===== src/rtl/if_fetch_unit_pkg.sv =====
// Shared constants and the fetch-queue entry layout for the instruction fetch unit.
package if_pkg;

  localparam int unsigned XLEN_DEFAULT     = 32;
  localparam logic [31:0] RESET_PC_DEFAULT = 32'h0000_3000;
  localparam int unsigned PC_STEP_DEFAULT  = 4;

  // Queue entries are stored as {pc, insn}; this struct documents that layout.
  typedef struct packed {
    logic [XLEN_DEFAULT-1:0] pc;
    logic [XLEN_DEFAULT-1:0] insn;
  } fq_entry_t;

endpackage


===== src/rtl/if_fetch_unit_if.sv =====
// Instruction-memory and decode handshake bundle; master is the fetch unit side.
interface if_fetch_unit_if #(
  parameter int unsigned XLEN = 32
);

  logic            imem_req_valid;
  logic            imem_req_ready;
  logic [XLEN-1:0] imem_req_addr;
  logic            imem_rsp_valid;
  logic [XLEN-1:0] imem_rsp_data;
  logic            dec_valid;
  logic            dec_ready;
  logic [XLEN-1:0] dec_pc;
  logic [XLEN-1:0] dec_insn;

  modport master (
    output imem_req_valid, imem_req_addr,
    input  imem_req_ready,
    input  imem_rsp_valid, imem_rsp_data,
    output dec_valid, dec_pc, dec_insn,
    input  dec_ready
  );

  modport slave (
    input  imem_req_valid, imem_req_addr,
    output imem_req_ready,
    output imem_rsp_valid, imem_rsp_data,
    input  dec_valid, dec_pc, dec_insn,
    output dec_ready
  );

endinterface


===== src/rtl/if_fetch_unit_fifo.sv =====
// Small synchronous FIFO with flush; used for the in-flight tag FIFO and the fetch queue.
module fetch_fifo #(
  parameter int unsigned WIDTH = 32,
  parameter int unsigned DEPTH = 4
) (
  input  logic                   clk_i,
  input  logic                   rst_ni,
  input  logic                   push_i,
  input  logic                   pop_i,
  input  logic                   flush_i,
  input  logic [WIDTH-1:0]       wdata_i,
  output logic [WIDTH-1:0]       rdata_o,
  output logic                   full_o,
  output logic                   empty_o,
  output logic [$clog2(DEPTH):0] count_o
);

  localparam int unsigned PW = (DEPTH > 1) ? $clog2(DEPTH) : 1;
  localparam int unsigned CW = $clog2(DEPTH) + 1;

  logic [WIDTH-1:0] mem_q [DEPTH];
  logic [PW-1:0]    wr_ptr_q, wr_ptr_d, rd_ptr_q, rd_ptr_d;
  logic [CW-1:0]    cnt_q, cnt_d;
  logic             do_push, do_pop;

  // Explicit wrap so non-power-of-two depths (e.g. MAX_OUT=3) also work.
  function automatic logic [PW-1:0] ptr_inc(input logic [PW-1:0] p);
    return (p == PW'(DEPTH - 1)) ? '0 : p + PW'(1);
  endfunction

  assign do_push = push_i && !flush_i;
  assign do_pop  = pop_i && !empty_o && !flush_i;

  always_comb begin
    wr_ptr_d = wr_ptr_q;
    rd_ptr_d = rd_ptr_q;
    cnt_d    = cnt_q;
    if (flush_i) begin
      wr_ptr_d = '0;
      rd_ptr_d = '0;
      cnt_d    = '0;
    end else begin
      if (do_push) wr_ptr_d = ptr_inc(wr_ptr_q);
      if (do_pop)  rd_ptr_d = ptr_inc(rd_ptr_q);
      cnt_d = cnt_q + CW'(do_push) - CW'(do_pop);
    end
  end

  always_ff @(posedge clk_i or negedge rst_ni) begin
    if (!rst_ni) begin
      wr_ptr_q <= '0;
      rd_ptr_q <= '0;
      cnt_q    <= '0;
    end else begin
      wr_ptr_q <= wr_ptr_d;
      rd_ptr_q <= rd_ptr_d;
      cnt_q    <= cnt_d;
    end
  end

  always_ff @(posedge clk_i) begin
    if (do_push) mem_q[wr_ptr_q] <= wdata_i;
  end

  assign rdata_o = mem_q[rd_ptr_q];
  assign full_o  = (cnt_q == CW'(DEPTH));
  assign empty_o = (cnt_q == '0);
  assign count_o = cnt_q;

endmodule


===== src/rtl/if_fetch_unit.sv =====
// Sequential PC generator issuing credit-limited imem requests; in-order responses
// are paired with their PCs and buffered in a fetch queue feeding decode.
module if_fetch_unit
  import if_pkg::*;
#(
  parameter int unsigned     XLEN     = XLEN_DEFAULT,
  parameter logic [XLEN-1:0] RESET_PC = XLEN'(RESET_PC_DEFAULT),
  parameter int unsigned     PC_STEP  = PC_STEP_DEFAULT,
  parameter int unsigned     FQ_DEPTH = 4,
  parameter int unsigned     MAX_OUT  = 2
) (
  input  logic                      clk_cpu,
  input  logic                      rstn,
  input  logic                      stall,
  input  logic                      redirect_valid,
  input  logic [XLEN-1:0]           redirect_pc,
  if_fetch_unit_if.master           bus,
  output logic [XLEN-1:0]           pc,
  output logic [$clog2(FQ_DEPTH):0] fq_count
);

  localparam int unsigned OCW = $clog2(MAX_OUT) + 1;
  localparam int unsigned FCW = $clog2(FQ_DEPTH) + 1;
  localparam int unsigned LW  = FCW + 1;

  logic [XLEN-1:0]   pc_q, pc_d, tag_pc;
  logic [OCW-1:0]    out_cnt, out_cnt_next, drop_cnt_q, drop_cnt_d;
  logic [LW-1:0]     live;
  logic [2*XLEN-1:0] fq_head;
  logic              tag_full, tag_empty, fq_full, fq_empty;
  logic              req_valid, req_fire, rsp_pop, rsp_keep, fq_push, fq_pop;

  // Live credits: queued entries plus outstanding requests whose responses will be kept.
  assign live = LW'(fq_count) + LW'(out_cnt) - LW'(drop_cnt_q);

  // Gated by rstn so no request is presented while reset is held.
  assign req_valid = rstn && !redirect_valid && !stall && !tag_full
                     && (live < LW'(FQ_DEPTH));
  assign req_fire  = req_valid && bus.imem_req_ready;

  assign rsp_pop  = bus.imem_rsp_valid && !tag_empty;
  assign rsp_keep = rsp_pop && (drop_cnt_q == '0) && !redirect_valid;
  assign fq_push  = rsp_keep && (!fq_full || fq_pop);

  assign bus.dec_valid = !fq_empty && !redirect_valid;
  assign fq_pop        = bus.dec_valid && bus.dec_ready;

  assign out_cnt_next = out_cnt + OCW'(req_fire) - OCW'(rsp_pop);

  always_comb begin
    pc_d       = pc_q;
    drop_cnt_d = drop_cnt_q;
    if (redirect_valid) begin
      pc_d       = redirect_pc;
      drop_cnt_d = out_cnt_next;
    end else begin
      if (req_fire) pc_d = pc_q + XLEN'(PC_STEP);
      if (rsp_pop && (drop_cnt_q != '0)) drop_cnt_d = drop_cnt_q - OCW'(1);
    end
  end

  always_ff @(posedge clk_cpu or negedge rstn) begin
    if (!rstn) begin
      pc_q       <= RESET_PC;
      drop_cnt_q <= '0;
    end else begin
      pc_q       <= pc_d;
      drop_cnt_q <= drop_cnt_d;
    end
  end

  // Occupancy of the tag FIFO is the outstanding-request count.
  fetch_fifo #(
    .WIDTH (XLEN),
    .DEPTH (MAX_OUT)
  ) u_tag_fifo (
    .clk_i   (clk_cpu),
    .rst_ni  (rstn),
    .push_i  (req_fire),
    .pop_i   (rsp_pop),
    .flush_i (1'b0),
    .wdata_i (pc_q),
    .rdata_o (tag_pc),
    .full_o  (tag_full),
    .empty_o (tag_empty),
    .count_o (out_cnt)
  );

  fetch_fifo #(
    .WIDTH (2*XLEN),
    .DEPTH (FQ_DEPTH)
  ) u_fetch_q (
    .clk_i   (clk_cpu),
    .rst_ni  (rstn),
    .push_i  (fq_push),
    .pop_i   (fq_pop),
    .flush_i (redirect_valid),
    .wdata_i ({tag_pc, bus.imem_rsp_data}),
    .rdata_o (fq_head),
    .full_o  (fq_full),
    .empty_o (fq_empty),
    .count_o (fq_count)
  );

  assign bus.imem_req_valid = req_valid;
  assign bus.imem_req_addr  = pc_q;
  assign bus.dec_pc         = fq_head[2*XLEN-1:XLEN];
  assign bus.dec_insn       = fq_head[XLEN-1:0];
  assign pc                 = pc_q;

endmodule


===== src/flat_wrapper.sv =====
// flat-port wrapper written by rule: the top's interface ports become plain ports
module if_fetch_unit_flat import if_pkg::*;
#(
  parameter int unsigned     XLEN     = XLEN_DEFAULT,
  parameter logic [XLEN-1:0] RESET_PC = XLEN'(RESET_PC_DEFAULT),
  parameter int unsigned     PC_STEP  = PC_STEP_DEFAULT,
  parameter int unsigned     FQ_DEPTH = 4,
  parameter int unsigned     MAX_OUT  = 2
)
  (clk_cpu, rstn, stall, redirect_valid, redirect_pc, pc, fq_count, bus_imem_req_valid, bus_imem_req_addr, bus_imem_req_ready, bus_imem_rsp_valid, bus_imem_rsp_data, bus_dec_valid, bus_dec_pc, bus_dec_insn, bus_dec_ready);
  if_fetch_unit_if #(.XLEN(XLEN)) bus_i ();
  input  logic clk_cpu;
  input  logic rstn;
  input  logic stall;
  input  logic redirect_valid;
  input  logic [XLEN-1:0] redirect_pc;
  output logic [XLEN-1:0] pc;
  output logic [$clog2(FQ_DEPTH):0] fq_count;
  output wire logic [$bits(bus_i.imem_req_valid)-1:0] bus_imem_req_valid;
  output wire logic [$bits(bus_i.imem_req_addr)-1:0] bus_imem_req_addr;
  input wire logic [$bits(bus_i.imem_req_ready)-1:0] bus_imem_req_ready;
  input wire logic [$bits(bus_i.imem_rsp_valid)-1:0] bus_imem_rsp_valid;
  input wire logic [$bits(bus_i.imem_rsp_data)-1:0] bus_imem_rsp_data;
  output wire logic [$bits(bus_i.dec_valid)-1:0] bus_dec_valid;
  output wire logic [$bits(bus_i.dec_pc)-1:0] bus_dec_pc;
  output wire logic [$bits(bus_i.dec_insn)-1:0] bus_dec_insn;
  input wire logic [$bits(bus_i.dec_ready)-1:0] bus_dec_ready;
  assign bus_imem_req_valid = bus_i.imem_req_valid;
  assign bus_imem_req_addr = bus_i.imem_req_addr;
  assign bus_i.imem_req_ready = bus_imem_req_ready;
  assign bus_i.imem_rsp_valid = bus_imem_rsp_valid;
  assign bus_i.imem_rsp_data = bus_imem_rsp_data;
  assign bus_dec_valid = bus_i.dec_valid;
  assign bus_dec_pc = bus_i.dec_pc;
  assign bus_dec_insn = bus_i.dec_insn;
  assign bus_i.dec_ready = bus_dec_ready;
  if_fetch_unit #(.XLEN(XLEN), .RESET_PC(RESET_PC), .PC_STEP(PC_STEP), .FQ_DEPTH(FQ_DEPTH), .MAX_OUT(MAX_OUT)) u_core (.clk_cpu(clk_cpu), .rstn(rstn), .stall(stall), .redirect_valid(redirect_valid), .redirect_pc(redirect_pc), .bus(bus_i), .pc(pc), .fq_count(fq_count));
endmodule

===== config.mk =====
export PLATFORM = sky130hd
export DESIGN_NAME = if_fetch_unit_flat
export DESIGN_NICKNAME = d
export VERILOG_FILES = /design/src/rtl/if_fetch_unit_pkg.sv /design/src/rtl/if_fetch_unit_if.sv /design/src/rtl/if_fetch_unit_fifo.sv /design/src/rtl/if_fetch_unit.sv /design/src/flat_wrapper.sv
export SDC_FILE = /design/constraint.sdc
export NUM_CORES = 1
export LEC_CHECK = 0
export CAP_MARGIN = 20
export CORE_UTILIZATION = 35
export DETAILED_ROUTE_END_ITERATION = 8
export REMOVE_ABC_BUFFERS = 1
export SLEW_MARGIN = 20
export SYNTH_ARGS = -nofsm -noshare
export SYNTH_HDL_FRONTEND = slang
export SYNTH_SLANG_ARGS = --single-unit
export TNS_END_PERCENT = 10

===== constraint.sdc =====
create_clock -name clk_cpu -period 3.95 [get_ports clk_cpu]
set_clock_uncertainty 0.05 [all_clocks]
set_input_delay 0.79 -clock clk_cpu [delete_from_list [all_inputs] [get_ports clk_cpu]]
set_output_delay 0.79 -clock clk_cpu [all_outputs]
set_load 0.005 [all_outputs]

Yosys cells after proc, flatten, opt, wreduce, memory -nomap -nowiden
Memory sizes are Yosys's and may differ from the RTL's.
Cells that the tools add are included.
Word-level totals
  register bits: 45
  RAM bits: 320
  bits in latches: 0
  ROM bits: 0
  output and inout bits: 133
  input port bits: 71
  memories: 2
Cells by class
  div/mod/pow operators: 0
  multipliers: 0
  equal/unequal tests: 4
  multiplexer cells: 17
  shifts and indexed selects: 0
  reductions and logical operators: 31
  add/sub/neg operators: 13
  order comparisons: 1
  bitwise logic cells: 0
Memories
  u_core.u_fetch_q.mem_q: words 4, width 64, rd ports 1, clocked after memory_dff 0, wr ports 1, RTL line if_fetch_unit_fifo.sv:21  | logic [WIDTH-1:0] mem_q [DEPTH];
  u_core.u_tag_fifo.mem_q: words 2, width 32, rd ports 1, clocked after memory_dff 0, wr ports 1, RTL line if_fetch_unit_fifo.sv:21
Operators by type and width (number)
  $mux 32: 2
  $add 32x3->32 const B: 1
  $logic_and 1x1->1: 16
  $mux 2: 8
  $reduce_bool 2->1: 5
  $eq 2x2->1 const B: 3
  $logic_not 1->1: 6
  $mux 1: 6
  $add 2x1->2 const B: 2
  $add 3x2->4: 1
  $logic_not 2->1: 2
  $lt 4x3->1 const B: 1
  $sub 2x1->2: 2
  $sub 4x2->4: 1
  $add 3x1->3: 1
  $eq 3x3->1 const B: 1
  $logic_not 3->1: 1
  $mux 3: 1
  $sub 3x1->3: 1
  $add 1x1->1 const B: 2
  $add 2x1->2: 1
  $sub 2x1->2 const B: 1
  $logic_or 1x1->1: 1

Logic depth before layout (Yosys ltp)
Gate-level depths: netlist of the first run.
  word-level depth: 10
  gate-level depth with buffers: 13
  mapped depth without buffers: 13

Modules after synthesis
From an unflattened synthesis of the first run, not the netlist that was laid out.
Second synthesis, totals
  cells, all modules: 782
  area total of the unflattened synthesis: 14714.1 sq um
By module, submodules not included
  fetch_fifo at u_core.u_fetch_q: cells each 379, area each 9713.1 sq um, instances 1
  fetch_fifo at u_core.u_tag_fifo: cells each 123, area each 2570.0 sq um, instances 1
  if_fetch_unit: cells each 280, area each 2431.1 sq um, instances 1

Least setup slack after synthesis of the first run
OpenSTA, ideal clock, no wires.
  kind: reg2reg
  from: reg u_core.u_fetch_q.cnt_q[1] (netlist: u_core.u_fetch_q.count_o[1])
  to: mem u_core.u_tag_fifo.mem_q[0][0], enable pin
  stages on the path, launching flop included: 9
  data required time: 3479 ps
  slack: -152 ps
  library setup time: 421 ps
  data arrival time: 3631 ps
  cells stage by stage: dfrtp_1 > inv_1 > fa_1 > inv_1 > ha_1 > and3b_1 > nor4_2 > o21ai_1 > nor2_1
On the way
  cells in the longest elaborated chain, start to end: 7
Ends and longest elaborated chain
  start, declared: RTL line if_fetch_unit_fifo.sv:23  | logic [CW-1:0] cnt_q, cnt_d;
  start signal, assigned: RTL line if_fetch_unit_fifo.sv:57  | cnt_q <= cnt_d;
  $add 3x2->4: RTL line if_fetch_unit.sv:34  | assign live = LW'(fq_count) + LW'(out_cnt) - LW'(drop_cnt_q);
  $sub 4x2->4: RTL line if_fetch_unit.sv:34
  $lt 4x3->1: RTL line if_fetch_unit.sv:38  | && (live < LW'(FQ_DEPTH));
  $logic_and 1x1->1: RTL line if_fetch_unit.sv:38
  $logic_and 1x1->1: RTL line if_fetch_unit.sv:39  | assign req_fire = req_valid && bus.imem_req_ready;
  $mux 1: RTL line if_fetch_unit_fifo.sv:62  | if (do_push) mem_q[wr_ptr_q] <= wdata_i;
  $mux 1 (implied by the code): RTL line if_fetch_unit_fifo.sv:62
  end, declared: RTL line if_fetch_unit_fifo.sv:21
Every way passes these cells.

Worst setup path after layout of the first run
  from: reg u_core.u_fetch_q.cnt_q[1] (netlist: u_core.u_fetch_q.count_o[1])
  to: out bus_imem_req_valid
On the way
  cells in the longest elaborated chain, start to end: 4
Ends and longest elaborated chain
  $add 3x2->4: RTL line if_fetch_unit.sv:34
  $sub 4x2->4: RTL line if_fetch_unit.sv:34
  $lt 4x3->1: RTL line if_fetch_unit.sv:38
  $logic_and 1x1->1: RTL line if_fetch_unit.sv:38
  end, declared: RTL line flat_wrapper.sv:19  | output wire logic [$bits(bus_i.imem_req_valid)-1:0] bus_imem_req_valid;
Every way passes these cells.

==> impl_summary.txt, run 1 <==
----------------------------------------------------
[Run status]
  Result of the run ... finished, violations left
  Violations in the final reports ... DRC

[Global route]
  Wire length of the first global-routing pass ... 48,100 µm
  Initial antenna violation count ... 0
  Leftover overflow at the end of global routing ... 0
  Largest net degree at the start of global routing ... 65
  GRT Util Overall ... 15.4%
  Via count of the first global-routing pass ... 7,893

[Yosys]
  YS warnings ... 0
  Primary FF master, synth ... sky130_fd_sc_hd__edfxtp_1
  Portion of the post-synthesis area used by sequential elements ... around three quarters
  Instance count of the mapped netlist ... 780
  Fraction of synthesized cell area in xor and xnor cells ... under 10%
  Synthesized area per cell ... between 15 and 20 µm²
  Adder-cell share of the synthesized area ... under 10%
  Combinational family with the most area after synthesis ... multiplexers
  Leading post-synthesis cells by cell area ... sky130_fd_sc_hd__edfxtp_1 (66%), sky130_fd_sc_hd__mux4_2 (9.8%), sky130_fd_sc_hd__dfrtp_1 (7.3%)
  Number of enable flip-flop cells after synthesis ... 320
  Most common library cells after synthesis ... sky130_fd_sc_hd__edfxtp_1 (320), sky130_fd_sc_hd__mux4_2 (64), sky130_fd_sc_hd__dfrtp_1 (43)
  Leading area contributor after synthesis ... sky130_fd_sc_hd__edfxtp_1
  Area fraction in and, or, nand and nor cells after synthesis ... 4.45%
  Async S/R FF share, synth ... 12.3%
  Portion of synthesized cell area occupied by the leading cell type ... roughly two thirds
  Complex-gate fraction of the synthesized area ... a little over 3%
  Multiplexer fraction of the synthesized cell area ... 13.0%
  Flop and latch count out of synthesis ... around 370
  Number of different library cells in the post-synthesis netlist ... 50
  Most numerous cell in the Yosys netlist ... sky130_fd_sc_hd__edfxtp_1
  Post-Synthesis Cell Area ... 0.0146 mm²

[Pwr]
  Power Total ... between 0.01 and 0.015 W
  PD cells ... 564 mW/mm²
  Maximum resistive drop on vdd ... 0.303 mV
  Static Leakage ... 6.15 nW

[STA]
  Measured slew at the worst slew-check pin ... 0.909 ns
  F_max ... 271 MHz
  RSZ-0062 raised after global routing ... false
  Final hold violation count ... 0
  Number of pins exceeding their max-slew limit in the final report ... 0
  Number of failing setup endpoints in the final timing report ... 0
  Slew margin rel. ... 39.4%
  Share of the cycle needed by the critical path after routing ... 93.4%
  Setup TNS Final ... 0 ns
  Tmin final ... 3.69 ns

[Worst setup path]
  Endpoint arrival time on the critical path ... approximately 2.9 ns
  Required arrival time at the worst endpoint ... just over 3 ns
  Capturing element type of the critical path ... primary output
  Critical path startpoint category ... flip-flop
  Maximum net fanout on the critical path ... 4
  Critical path start-end classification ... flip-flop to primary output

[Final layout]
  Filler cells ... 3,566
  Number of inserted diodes ... 0
  Core utilization of the finished layout ... 45.6%
  Area occupied by registers ... 0.0107 mm²
  Number of nets in the finished design ... 1,072
  Post-route cell area ... 0.0187 mm²
  Share of cells above drive strength 1 ... roughly 21%
  Growth of design area from synthesis to finish ... 27.7%
  Total area of multi-input combinational cells ... 0.00349 mm²

[Clock network]
  Clock tree from TritonCTS ... yes
  Number of hold buffers added after CTS ... 0
  TritonCTS Sinks ... around 370
  Worst-Skew Late Latency ... 0.55 ns
  Number of H-tree levels ... 2
  Maximum number of buffers from clock root to sink ... 3
  Number of buffers created by CTS ... 41
  Clock slew at the register clock pins of the worst setup and hold paths ... 0.06 ns
  Clock root buffer master ... sky130_fd_sc_hd__clkbuf_16

[Place]
  Input/output buffers ... 203
  HPWL Detailed ... 20,100 µm
  Routability congestion estimate ... 0.777
  Cell area after placement ... about 0.017 mm²

[Floorplan]
  Die boundary width ... 207 µm
  Initial cell density of the core ... 35.7%
  Floorplan row count ... 74
  Vertical die dimension ... 207 µm
  Die area ... 0.0427 mm²
  Io pins ... ~200
  Core Area ... ~0.04 mm²

[Detailed routing]
  Total length of routed wires ... 32,000 µm
  Router iterations before antenna repair ... 7
  DRC violations left ... 16
  Total vias in the final route ... 7,678
  Detailed router's first-iteration violation count ... 486
  Average via count per standard cell ... approximately 5
  Final routed wire length divided by cell count ... 20.7 µm
  Antenna Violating Nets Remaining ... 0

[Job]
  Number of maximum-capacitance constraint violations ... 0

[Min path]
  Type of the tightest min-delay check ... primary input to async pin

----------------------------------------------------
[cell type report]
class | count | share of cell area [%]
repair buffers | 224 | 12.3
clock buffers | 50 | 6.00
clock inverters | 22 | 1.59
inverters | 22 | 0.441
well taps | 532 | 3.56
multi-input cells | 330 | 18.7
flip-flops and latches | 365 | 57.4
[state kept, by name, summed over array words and instances, names as in the netlist]
name,flops
u_core.bus.imem_req_addr,32
u_core.u_fetch_q.wr_ptr_q,2
u_core.u_tag_fifo.mem_q,64
u_core.u_tag_fifo.rd_ptr_q,1
u_core.u_tag_fifo.wr_ptr_q,1
u_core.u_fetch_q.count_o,3
u_core.u_fetch_q.rd_ptr_q,2
u_core.u_fetch_q.mem_q,256
u_core.u_tag_fifo.count_o,2
u_core.drop_cnt_q,2
[per-layer routing]
| metal | share of wire (%) | vias up | global-route usage (%) |
|---|---|---|---|
| li1 | - | 3481 | - |
| met1 | 43 | 3901 | 20.2 |
| met2 | 47 | 244 | 24.9 |
| met3 | 7.1 | 52 | 4.24 |
| met4 | 2.4 | 0 | 4.78 |
| met5 | 0 | - | 0 |
[placed cells by master, fill, tap and decap left out, types with 8 or more instances in the layout]
cell,synthesis,layout
sky130_fd_sc_hd__edfxtp_1,320,320
sky130_fd_sc_hd__clkdlybuf4s50_1,0,200
sky130_fd_sc_hd__mux4_2,64,64
sky130_fd_sc_hd__clkbuf_16,0,43
sky130_fd_sc_hd__dfrtp_1,43,40
sky130_fd_sc_hd__mux2_2,36,36
sky130_fd_sc_hd__nand2_1,34,34
sky130_fd_sc_hd__inv_1,22,22
sky130_fd_sc_hd__nor2_1,19,18
sky130_fd_sc_hd__o21ai_1,17,17
sky130_fd_sc_hd__xnor2_1,15,15
sky130_fd_sc_hd__ha_1,15,15
sky130_fd_sc_hd__nand3_1,14,14
sky130_fd_sc_hd__nor2b_1,12,12
sky130_fd_sc_hd__xor2_1,11,11
sky130_fd_sc_hd__buf_4,32,11
sky130_fd_sc_hd__o2111ai_1,10,10
sky130_fd_sc_hd__buf_12,0,10
sky130_fd_sc_hd__a22oi_1,8,8
[stage by stage]
stage,setup WS (ns),hold WS [ns],std cells
2_1_floorplan,-0.637,0.410,717
3_3_place_gp,0.492,0.508,1472
3_5_place_dp,0.460,0.509,1472
4_1_cts,0.218,0.361,1545
5_1_grt,0.0265,0.390,1545
6_report,0.259,0.355,1545
[critical path: stages (launching register included)]
cell and delay, ns:
sky130_fd_sc_hd__dfrtp_1 0.35, sky130_fd_sc_hd__inv_1 0.06, sky130_fd_sc_hd__fa_1 0.53, sky130_fd_sc_hd__inv_1 0.04, sky130_fd_sc_hd__ha_1 0.27, sky130_fd_sc_hd__and3b_1 0.24, sky130_fd_sc_hd__nor4_4 0.27, sky130_fd_sc_hd__nor2_1 0.10
sky130_fd_sc_hd__nor4_1 0.18, sky130_fd_sc_hd__dlygate4sd2_1 0.27
[worst paths after layout]
| kind | from | endpoint | slack (ns) | cells past startpoint |
|---|---|---|---|---|
| setup / recovery | u_core.u_fetch_q.count_o[1] | bus_imem_req_valid | 0.26 | 9 |
| hold / removal | rstn | u_core.bus.imem_req_addr[27] | 0.36 | 2 |
| setup reg to reg | u_core.u_fetch_q.count_o[1] | u_core.drop_cnt_q[1] | 0.41 | 13 |
| hold reg to reg | u_core.bus.imem_req_addr[1] | u_core.u_tag_fifo.mem_q[0][1] | 0.50 | 0 |
| max in group asynchronous | rstn | u_core.u_fetch_q.rd_ptr_q[1] | 3.01 | 2 |
| min in group clk_cpu | u_core.bus.imem_req_addr[1] | u_core.u_tag_fifo.mem_q[0][1] | 0.50 | 0 |
[report_power, final]
group / total, W / internal (W) / switching (W)
Sequential: 0.00472 / 0.00449 / 0.000234
Combinational: 0.00187 / 0.00102 / 0.000855
Clock: 0.00397 / 0.00248 / 0.00149
[timing repair]
| action | in CTS | in global routing |
|---|---|---|
| gates resized for setup | 2 | 0 |
| buffers inserted | 1 | 0 |
| endpoints found under the setup margin | 1 | 0 |
[logic make-up (layout without fill, tap and decap cells)]
family          after synthesis  count (layout)
simple gates                122             122
xor+xnor                     26              26
buf+inv                      85             318
compound gates               59              59
fa+ha+maj                    17              17
mux                         106             106
flops                       365             365
No activity file was read; power rests on OpenSTA's default activity.
==> run 2, diff against run 1 <==
--- a/config.mk
+++ b/config.mk
@@ -6,6 +6,7 @@
 export NUM_CORES = 1
 export LEC_CHECK = 0
 export CAP_MARGIN = 20
+export CORE_MARGIN = 2
 export CORE_UTILIZATION = 35
 export DETAILED_ROUTE_END_ITERATION = 8
 export REMOVE_ABC_BUFFERS = 1
==> run 2 against run 1 <==
  * The run now ends clean
  * Flip-flop and latch count unchanged
  * Worst hold slack improved by 0.0065 ns
  * Count of clock-buffer cells in the layout increased by 1
  * Cell area decreased by 0.76%
  * Combinational power about the same
  * Sequential share of layout area increased by 0.44 points
  * Utilization decreased by 0.45 points
  * Setup slack got worse by 0.082 ns
  * Non-clock buffer count increased by 2
  * Global-route usage decreased by 0.33 points
  * Wire length increased by 1.8%
  * Highest routed layer is now met5
==> impl_summary.txt, run 2 (synthesis gave the netlist of run 1 again) <==
----------------------------------------------------
[Clock network]
  Clock tree from TritonCTS ... yes (unchanged)
  Number of buffers created by CTS ... 40 (was 41)
  TritonCTS Sinks ... 365 (unchanged)
  Number of hold buffers added after CTS ... 0 (unchanged)
  Clock root buffer master ... sky130_fd_sc_hd__clkbuf_16 (unchanged)
  Clock slew at the register clock pins of the worst setup and hold paths ... 0.06 ns (about the same)
  Buffer count from post-CTS setup fixing ... 0 (was 1)
  Number of H-tree levels ... 2 (unchanged)
  Worst-Skew Late Latency ... 0.55 ns (about the same)
  Maximum number of buffers from clock root to sink ... 3 (unchanged)

[Pwr]
  Static Leakage ... 6.09 nW (was 6.15 nW)
  Maximum resistive drop on vdd ... 0.273 mV (was 0.303 mV)
  PD cells ... 549 mW/mm² (was 564 mW/mm²)
  Switching power summed over all nets ... 0.00254 W (was 0.00258 W)
  Logic pwr share ... 18.0% (was 17.7%)
  Net Sw Frac ... 24.9% (was 24.4%)
  Cell-internal power ... 0.00766 W (was 0.00798 W)
  Power Total ... 0.0102 W (was 0.0106 W)
  Power share of the sequential group ... 46.5% (was 44.7%)
  Clock Power Share ... 35.4% (was 37.6%)

[Detailed routing]
  Detailed router's first-iteration violation count ... 506 (was 486)
  Final routed wire length divided by cell count ... 21.0 µm (was 20.7 µm)
  DRC violations left ... 0 (was 16)
  Total vias in the final route ... 7,679 (was 7,678)
  Average via count per standard cell ... 4.96 (was 4.97)
  Router iterations before antenna repair ... 5 (was 7)
  Antenna Violating Nets Remaining ... 0 (unchanged)
  Total length of routed wires ... 32,500 µm (was 32,000 µm)

[STA]
  Worst setup margin ... 0.177 ns (was 0.259 ns)
  Worst hold slack across all endpoints ... 0.361 ns (was 0.355 ns)
  Number of pins exceeding their max-slew limit in the final report ... 0 (unchanged)
  RSZ-0062 raised after global routing ... false (unchanged)
  F_max ... 265 MHz (was 271 MHz)
  Share of the cycle needed by the critical path after routing ... 95.5% (was 93.4%)
  Tmin final ... 3.77 ns (was 3.69 ns)
  Slew margin rel. ... 36.0% (was 39.4%)
  Measured slew at the worst slew-check pin ... 0.959 ns (was 0.909 ns)
  Number of failing setup endpoints in the final timing report ... 0 (unchanged)
  Final hold violation count ... 0 (unchanged)

[Floorplan]
  Die boundary width ... 209 µm (was 207 µm)
  Initial cell density of the core ... 35.6% (was 35.7%)
  Vertical die dimension ... 209 µm (was 207 µm)
  Die area ... 0.0435 mm² (was 0.0427 mm²)
  Core Area ... 0.0411 mm² (was 0.0410 mm²)
  Floorplan row count ... 74 (unchanged)
  Io pins ... 204 (unchanged)

[Worst setup path]
  Endpoint arrival time on the critical path ... 2.93 ns (was 2.85 ns)
  Required arrival time at the worst endpoint ... 3.11 ns (about the same)
  Critical path start-end classification ... flip-flop to primary output (unchanged)
  Capturing element type of the critical path ... primary output (unchanged)
  Critical path startpoint category ... flip-flop (unchanged)
  Maximum net fanout on the critical path ... 4 (unchanged)

[Final layout]
  Max reg flops ... 256 (unchanged)
  Most common library cell in the layout ignoring fill and taps ... sky130_fd_sc_hd__edfxtp_1 (unchanged)
  Post-route cell area ... 0.0186 mm² (was 0.0187 mm²)
  Number of nets in the finished design ... 1,073 (was 1,072)
  Number of inserted diodes ... 0 (unchanged)
  Share of cells above drive strength 1 ... 20.1% (was 20.6%)
  Growth of design area from synthesis to finish ... 26.8% (was 27.7%)
  Filler cells ... 3,574 (was 3,566)
  Most used cells in the layout excluding fill and tap cells ... sky130_fd_sc_hd__edfxtp_1 (320), sky130_fd_sc_hd__clkdlybuf4s50_1 (200), sky130_fd_sc_hd__mux4_2 (64), sky130_fd_sc_hd__clkbuf_16 (40), sky130_fd_sc_hd__dfrtp_1 (40) (was sky130_fd_sc_hd__edfxtp_1 (320), sky130_fd_sc_hd__clkdlybuf4s50_1 (200), sky130_fd_sc_hd__mux4_2 (64), sky130_fd_sc_hd__clkbuf_16 (43), sky130_fd_sc_hd__dfrtp_1 (40))
  Register bank with the most flops ... u_core.u_fetch_q.mem_q (unchanged)
  Non-filler instance count after layout ... 1,547 (was 1,545)

[Place]
  Worst slack at placement ... 0.519 ns (was 0.460 ns)
  Total instance count after detailed placement ... 1,475 (was 1,472)
  HPWL Detailed ... 20,800 µm (was 20,100 µm)
  Cell area after placement ... 0.0173 mm² (about the same)
  Input/output buffers ... 203 (unchanged)
  Routability congestion estimate ... 0.754 (was 0.777)

[Min path]
  Type of the tightest min-delay check ... primary input to async pin (unchanged)

[Global route]
  Initial antenna violation count ... 1 (was 0)
  Via count of the first global-routing pass ... 7,985 (was 7,893)
  GRT Util Overall ... 15.1% (was 15.4%)
  Leftover overflow at the end of global routing ... 0 (unchanged)
  Largest net degree at the start of global routing ... 56 (was 65)
  Wire length of the first global-routing pass ... 49,500 µm (was 48,100 µm)

[Job]
  Number of maximum-capacitance constraint violations ... 0 (unchanged)

[Run status]
  Result of the run ... completed (was finished, violations left)

----------------------------------------------------
==> run 2: changes by cell type in the layout (fill, tap and decap cells not counted), sizes merged <==
cell	change
clkinv	+4
bufinv	-3
buf	+2
clkinvlp	-2
clkbuf	+1
==> run 2: timing repair <==
action,CTS,global route
hold endpoints to repair,0,0
gates resized for setup,1,1
pin swaps,1,0
setup endpoints to repair,1,1
==> run 2: through the flow <==
step                      setup TNS [ns]  utilization [%]
final                                  0             45.2
after global routing                   0             45.2
after CTS                              0             45.1
after detailed placement               0             42.0
after global placement                 0             42.0
after floorplan                   -33.58                -
==> run 2: path summary, 6_finish.rpt <==
kind,from,to,slack [ns],cells past startpoint
setup / recovery,u_core.u_tag_fifo.count_o[1],bus_imem_req_valid,0.18,9
hold / removal,rstn,u_core.u_fetch_q.count_o[2],0.36,2
setup reg to reg,u_core.u_tag_fifo.count_o[1],u_core.u_tag_fifo.mem_q[0][25],0.68,11
hold reg to reg,u_core.bus.imem_req_addr[0],u_core.u_tag_fifo.mem_q[0][0],0.50,0
max in group asynchronous,rstn,u_core.u_fetch_q.rd_ptr_q[0],3.01,2
min in group clk_cpu,u_core.bus.imem_req_addr[0],u_core.u_tag_fifo.mem_q[0][0],0.50,0
==> run 2: worst max-delay path, cell delays in order (launching register included) <==
cell and delay [ns]:
sky130_fd_sc_hd__dfrtp_1 0.39, sky130_fd_sc_hd__inv_1 0.07, sky130_fd_sc_hd__fa_1 0.48, sky130_fd_sc_hd__inv_1 0.04, sky130_fd_sc_hd__ha_1 0.28, sky130_fd_sc_hd__and3b_1 0.23, sky130_fd_sc_hd__nor4_2 0.33, sky130_fd_sc_hd__nor2_1 0.13
sky130_fd_sc_hd__nor4_2 0.16, sky130_fd_sc_hd__dlygate4sd2_1 0.28
==> run 2: layout make-up <==
class / instances / area [µm²] / area share [%]
clock buffer: 51 / 1060 / 5.72
sequential: 365 / 10700 / 57.9
clock inverter: 21 / 215 / 1.16
timing repair buffer: 226 / 2310 / 12.4
tap: 532 / 666 / 3.59
inverter: 22 / 82.6 / 0.445
multi-input combinational: 330 / 3490 / 18.8
==> run 2: layer usage <==
layer	track usage, %	vias up	share of wire (%)
met1	19.7	3931	43
met2	25.1	217	49
met5	0	-	0.040
li1	-	3481	-
met3	4.00	48	5.8
met4	3.89	2	2.0
==> run 2: power groups by stage <==
stage	logic, W	registers [W]	clock network, W
final	0.00184	0.00475	0.00361
after global placement	0.00184	0.00482	0
after floorplan	0.000942	0.00479	0
after global routing	0.00201	0.00478	0.00387
after CTS	0.00187	0.00475	0.00372
after detailed placement	0.00186	0.00483	0
==> run 3, diff against run 2 <==
--- a/config.mk
+++ b/config.mk
@@ -6,9 +6,11 @@
 export NUM_CORES = 1
 export LEC_CHECK = 0
 export CAP_MARGIN = 20
+export CORE_ASPECT_RATIO = 0.9
 export CORE_MARGIN = 2
-export CORE_UTILIZATION = 35
+export CORE_UTILIZATION = 43
 export DETAILED_ROUTE_END_ITERATION = 8
+export PLACE_DENSITY = 0.68
 export REMOVE_ABC_BUFFERS = 1
 export SLEW_MARGIN = 20
 export SYNTH_ARGS = -nofsm -noshare
==> run 3 against run 2 <==
  * Maximum frequency rose by 3.7%
  * Utilization up 9.4 points
  * Power down 1.2%
  * First-iteration DRC count shrank 16%
  * Combinational power fell by 2%
  * Cell area shrank 0.73%
  * Count of clock-buffer cells in the layout grew 1
  * Sequential share of layout area up 0.43 points
  * Worst hold slack better by 0.029 ns
  * Critical path type unchanged
  * Critical endpoint unchanged
==> impl_summary.txt, run 3 (synthesis gave the netlist of run 1 again) <==
----------------------------------------------------
[Run status]
  Result of the run ... completed (unchanged)

[Pwr]
  PD cells ... 547 mW/mm² (was 549 mW/mm²)
  Maximum resistive drop on vdd ... 0.258 mV (was 0.273 mV)
  Static Leakage ... 6.08 nW (was 6.09 nW)

[Place]
  HPWL Detailed ... 19,300 µm (was 20,800 µm)
  Input/output buffers ... 203 (unchanged)
  Total instance count after detailed placement ... 1,408 (was 1,475)
  Worst slack at placement ... 0.383 ns (was 0.519 ns)
  Routability congestion estimate ... 0.793 (was 0.754)

[Clock network]
  Number of hold buffers added after CTS ... 0 (unchanged)
  Worst-Skew Late Latency ... 0.52 ns (was 0.55 ns)
  Clock tree from TritonCTS ... yes (unchanged)
  Clock slew at the register clock pins of the worst setup and hold paths ... 0.06 ns (about the same)
  Number of H-tree levels ... 2 (unchanged)
  Maximum number of buffers from clock root to sink ... 3 (unchanged)
  Number of buffers created by CTS ... 39 (was 40)
  TritonCTS Sinks ... 365 (unchanged)
  Clock root buffer master ... sky130_fd_sc_hd__clkbuf_16 (unchanged)

[STA]
  Tmin final ... 3.64 ns (was 3.77 ns)
  Measured slew at the worst slew-check pin ... 0.887 ns (was 0.959 ns)
  Number of pins exceeding their max-slew limit in the final report ... 0 (unchanged)
  Final hold violation count ... 0 (unchanged)
  Setup TNS Final ... 0 ns (unchanged)
  Number of failing setup endpoints in the final timing report ... 0 (unchanged)
  Share of the cycle needed by the critical path after routing ... 92.1% (was 95.5%)
  RSZ-0062 raised after global routing ... false (unchanged)
  Worst hold slack across all endpoints ... 0.391 ns (was 0.361 ns)
  Worst setup margin ... 0.312 ns (was 0.177 ns)
  Slew margin rel. ... 40.9% (was 36.0%)
  F_max ... 275 MHz (was 265 MHz)

[Worst setup path]
  Critical path startpoint category ... flip-flop (unchanged)
  Critical Path, Cell by Cell ... inv_1 > fa_1 > inv_1 > ha_1 > and3b_1 > nor4_2 > nor2_1 > nor4_1 > dlygate4sd2_1 (was inv_1 > fa_1 > inv_1 > ha_1 > and3b_1 > nor4_2 > nor2_1 > nor4_2 > dlygate4sd2_1)
  Buf+Inv Stages, Crit Path ... 3 (unchanged)
  Critical R2R Launch ... u_core.u_fetch_q.count_o[1] (was u_core.u_tag_fifo.count_o[1])
  Critical path start-end classification ... flip-flop to primary output (unchanged)
  Top cell family by delay on the critical path ... adder cells (was simple AND/OR/NAND/NOR gates)
  Required arrival time at the worst endpoint ... 3.11 ns (about the same)
  Cell seen most often among critical-path stages ... sky130_fd_sc_hd__inv_1
  Number of stages on the worst setup path ... 9 (unchanged)
  Capturing element type of the critical path ... primary output (unchanged)
  Critical path's slowest cell ... sky130_fd_sc_hd__fa_1 (unchanged)
  Worst r2r path cells ... 15 (was 11)
  Critical path origin ... u_core.u_fetch_q.count_o[1] (was u_core.u_tag_fifo.count_o[1])
  Endpoint arrival time on the critical path ... 2.80 ns (was 2.93 ns)
  Maximum net fanout on the critical path ... 4 (unchanged)
  Delay of the slowest cell on the worst path ... 0.53 ns (was 0.48 ns)

[Detailed routing]
  Router iterations before antenna repair ... 5 (unchanged)
  Antenna Violating Nets Remaining ... 0 (unchanged)
  Final routed wire length divided by cell count ... 20.5 µm (was 21.0 µm)
  Total length of routed wires ... 30,200 µm (was 32,500 µm)
  Detailed router's first-iteration violation count ... 427 (was 506)
  Total vias in the final route ... 7,725 (was 7,679)
  DRC violations left ... 0 (unchanged)
  Average via count per standard cell ... 5.24 (was 4.96)

[Floorplan]
  Initial cell density of the core ... 43.3% (was 35.6%)
  Floorplan row count ... 64 (was 74)
  Io pins ... 204 (unchanged)
  Vertical die dimension ... 179 µm (was 209 µm)
  Core Area ... 0.0338 mm² (was 0.0411 mm²)
  Die boundary width ... 199 µm (was 209 µm)
  Die area ... 0.0356 mm² (was 0.0435 mm²)

[Final layout]
  Non-filler instance count after layout ... 1,475 (was 1,547)
  Growth of design area from synthesis to finish ... 25.8% (was 26.8%)
  Max reg flops ... 256 (unchanged)
  Share of cells above drive strength 1 ... 20.1% (about the same)
  Number of nets in the finished design ... 1,076 (was 1,073)
  Most used cells in the layout excluding fill and tap cells ... sky130_fd_sc_hd__edfxtp_1 (320), sky130_fd_sc_hd__clkdlybuf4s50_1 (200), sky130_fd_sc_hd__mux4_2 (64), sky130_fd_sc_hd__clkbuf_16 (41), sky130_fd_sc_hd__dfrtp_1 (39) (was sky130_fd_sc_hd__edfxtp_1 (320), sky130_fd_sc_hd__clkdlybuf4s50_1 (200), sky130_fd_sc_hd__mux4_2 (64), sky130_fd_sc_hd__clkbuf_16 (40), sky130_fd_sc_hd__dfrtp_1 (40))
  Most common library cell in the layout ignoring fill and taps ... sky130_fd_sc_hd__edfxtp_1 (unchanged)
  Number of inserted diodes ... 0 (unchanged)
  Register bank with the most flops ... u_core.u_fetch_q.mem_q (unchanged)

[Job]
  Number of maximum-capacitance constraint violations ... 0 (unchanged)

[Global route]
  GRT Util Overall ... 17.1% (was 15.1%)
  Initial antenna violation count ... 0 (was 1)
  Via count of the first global-routing pass ... 7,932 (was 7,985)
  Leftover overflow at the end of global routing ... 0 (unchanged)
  Largest net degree at the start of global routing ... 46 (was 56)
  Wire length of the first global-routing pass ... 45,700 µm (was 49,500 µm)

[Min path]
  Type of the tightest min-delay check ... primary input to async pin (unchanged)

----------------------------------------------------
[run 3: repair_timing]
item,4_1_cts,5_1_grt
setup endpoints to repair,1,0
gates resized for setup,2,0
setup buffers,1,0
[run 3: final timing paths]
| path | to | slack (ns) |
|---|---|---|
| setup / recovery | bus_imem_req_valid | 0.31 |
| hold / removal | u_core.bus.imem_req_addr[6] | 0.39 |
| setup reg to reg | u_core.drop_cnt_q[1] | 0.72 |
| hold reg to reg | u_core.u_tag_fifo.mem_q[1][1] | 0.50 |
| max in group asynchronous | u_core.u_fetch_q.rd_ptr_q[0] | 2.99 |
| min in group clk_cpu | u_core.u_tag_fifo.mem_q[1][1] | 0.50 |
[run 3: layout make-up]
type	instances	area (µm²)
fill	2689	15400
clock buffer	52	1080
timing repair buffer	230	2300
sequential	365	10700
clock inverter	14	165
tap	462	578
multi-input combinational	330	3480
inverter	22	82.6
[run 3: per-stage QoR]
step / util, % / cell area (µm²) / power, W
after global routing: 54.5 / 18400 / 0.0105
after floorplan: - / 14300 / 0.00573
after CTS: 54.5 / 18400 / 0.0102
after global placement: 50.8 / 17200 / 0.00661
after detailed placement: 50.8 / 17200 / 0.00664
final: 54.5 / 18400 / 0.0101
[run 3: power by group]
group / internal [W] / switching, W
sequential: 0.00449 / 0.000267
clock: 0.00216 / 0.00136
combinational: 0.00101 / 0.000788
total: 0.00766 / 0.00241
[run 3: layer usage]
layer,wire (µm),global-route usage [%],vias to the layer above
met3,1590,3.16,46
met2,14300,27.3,246
met1,13700,24.2,3958
met4,655,4.73,0
met5,0,0,-
li1,-,-,3475
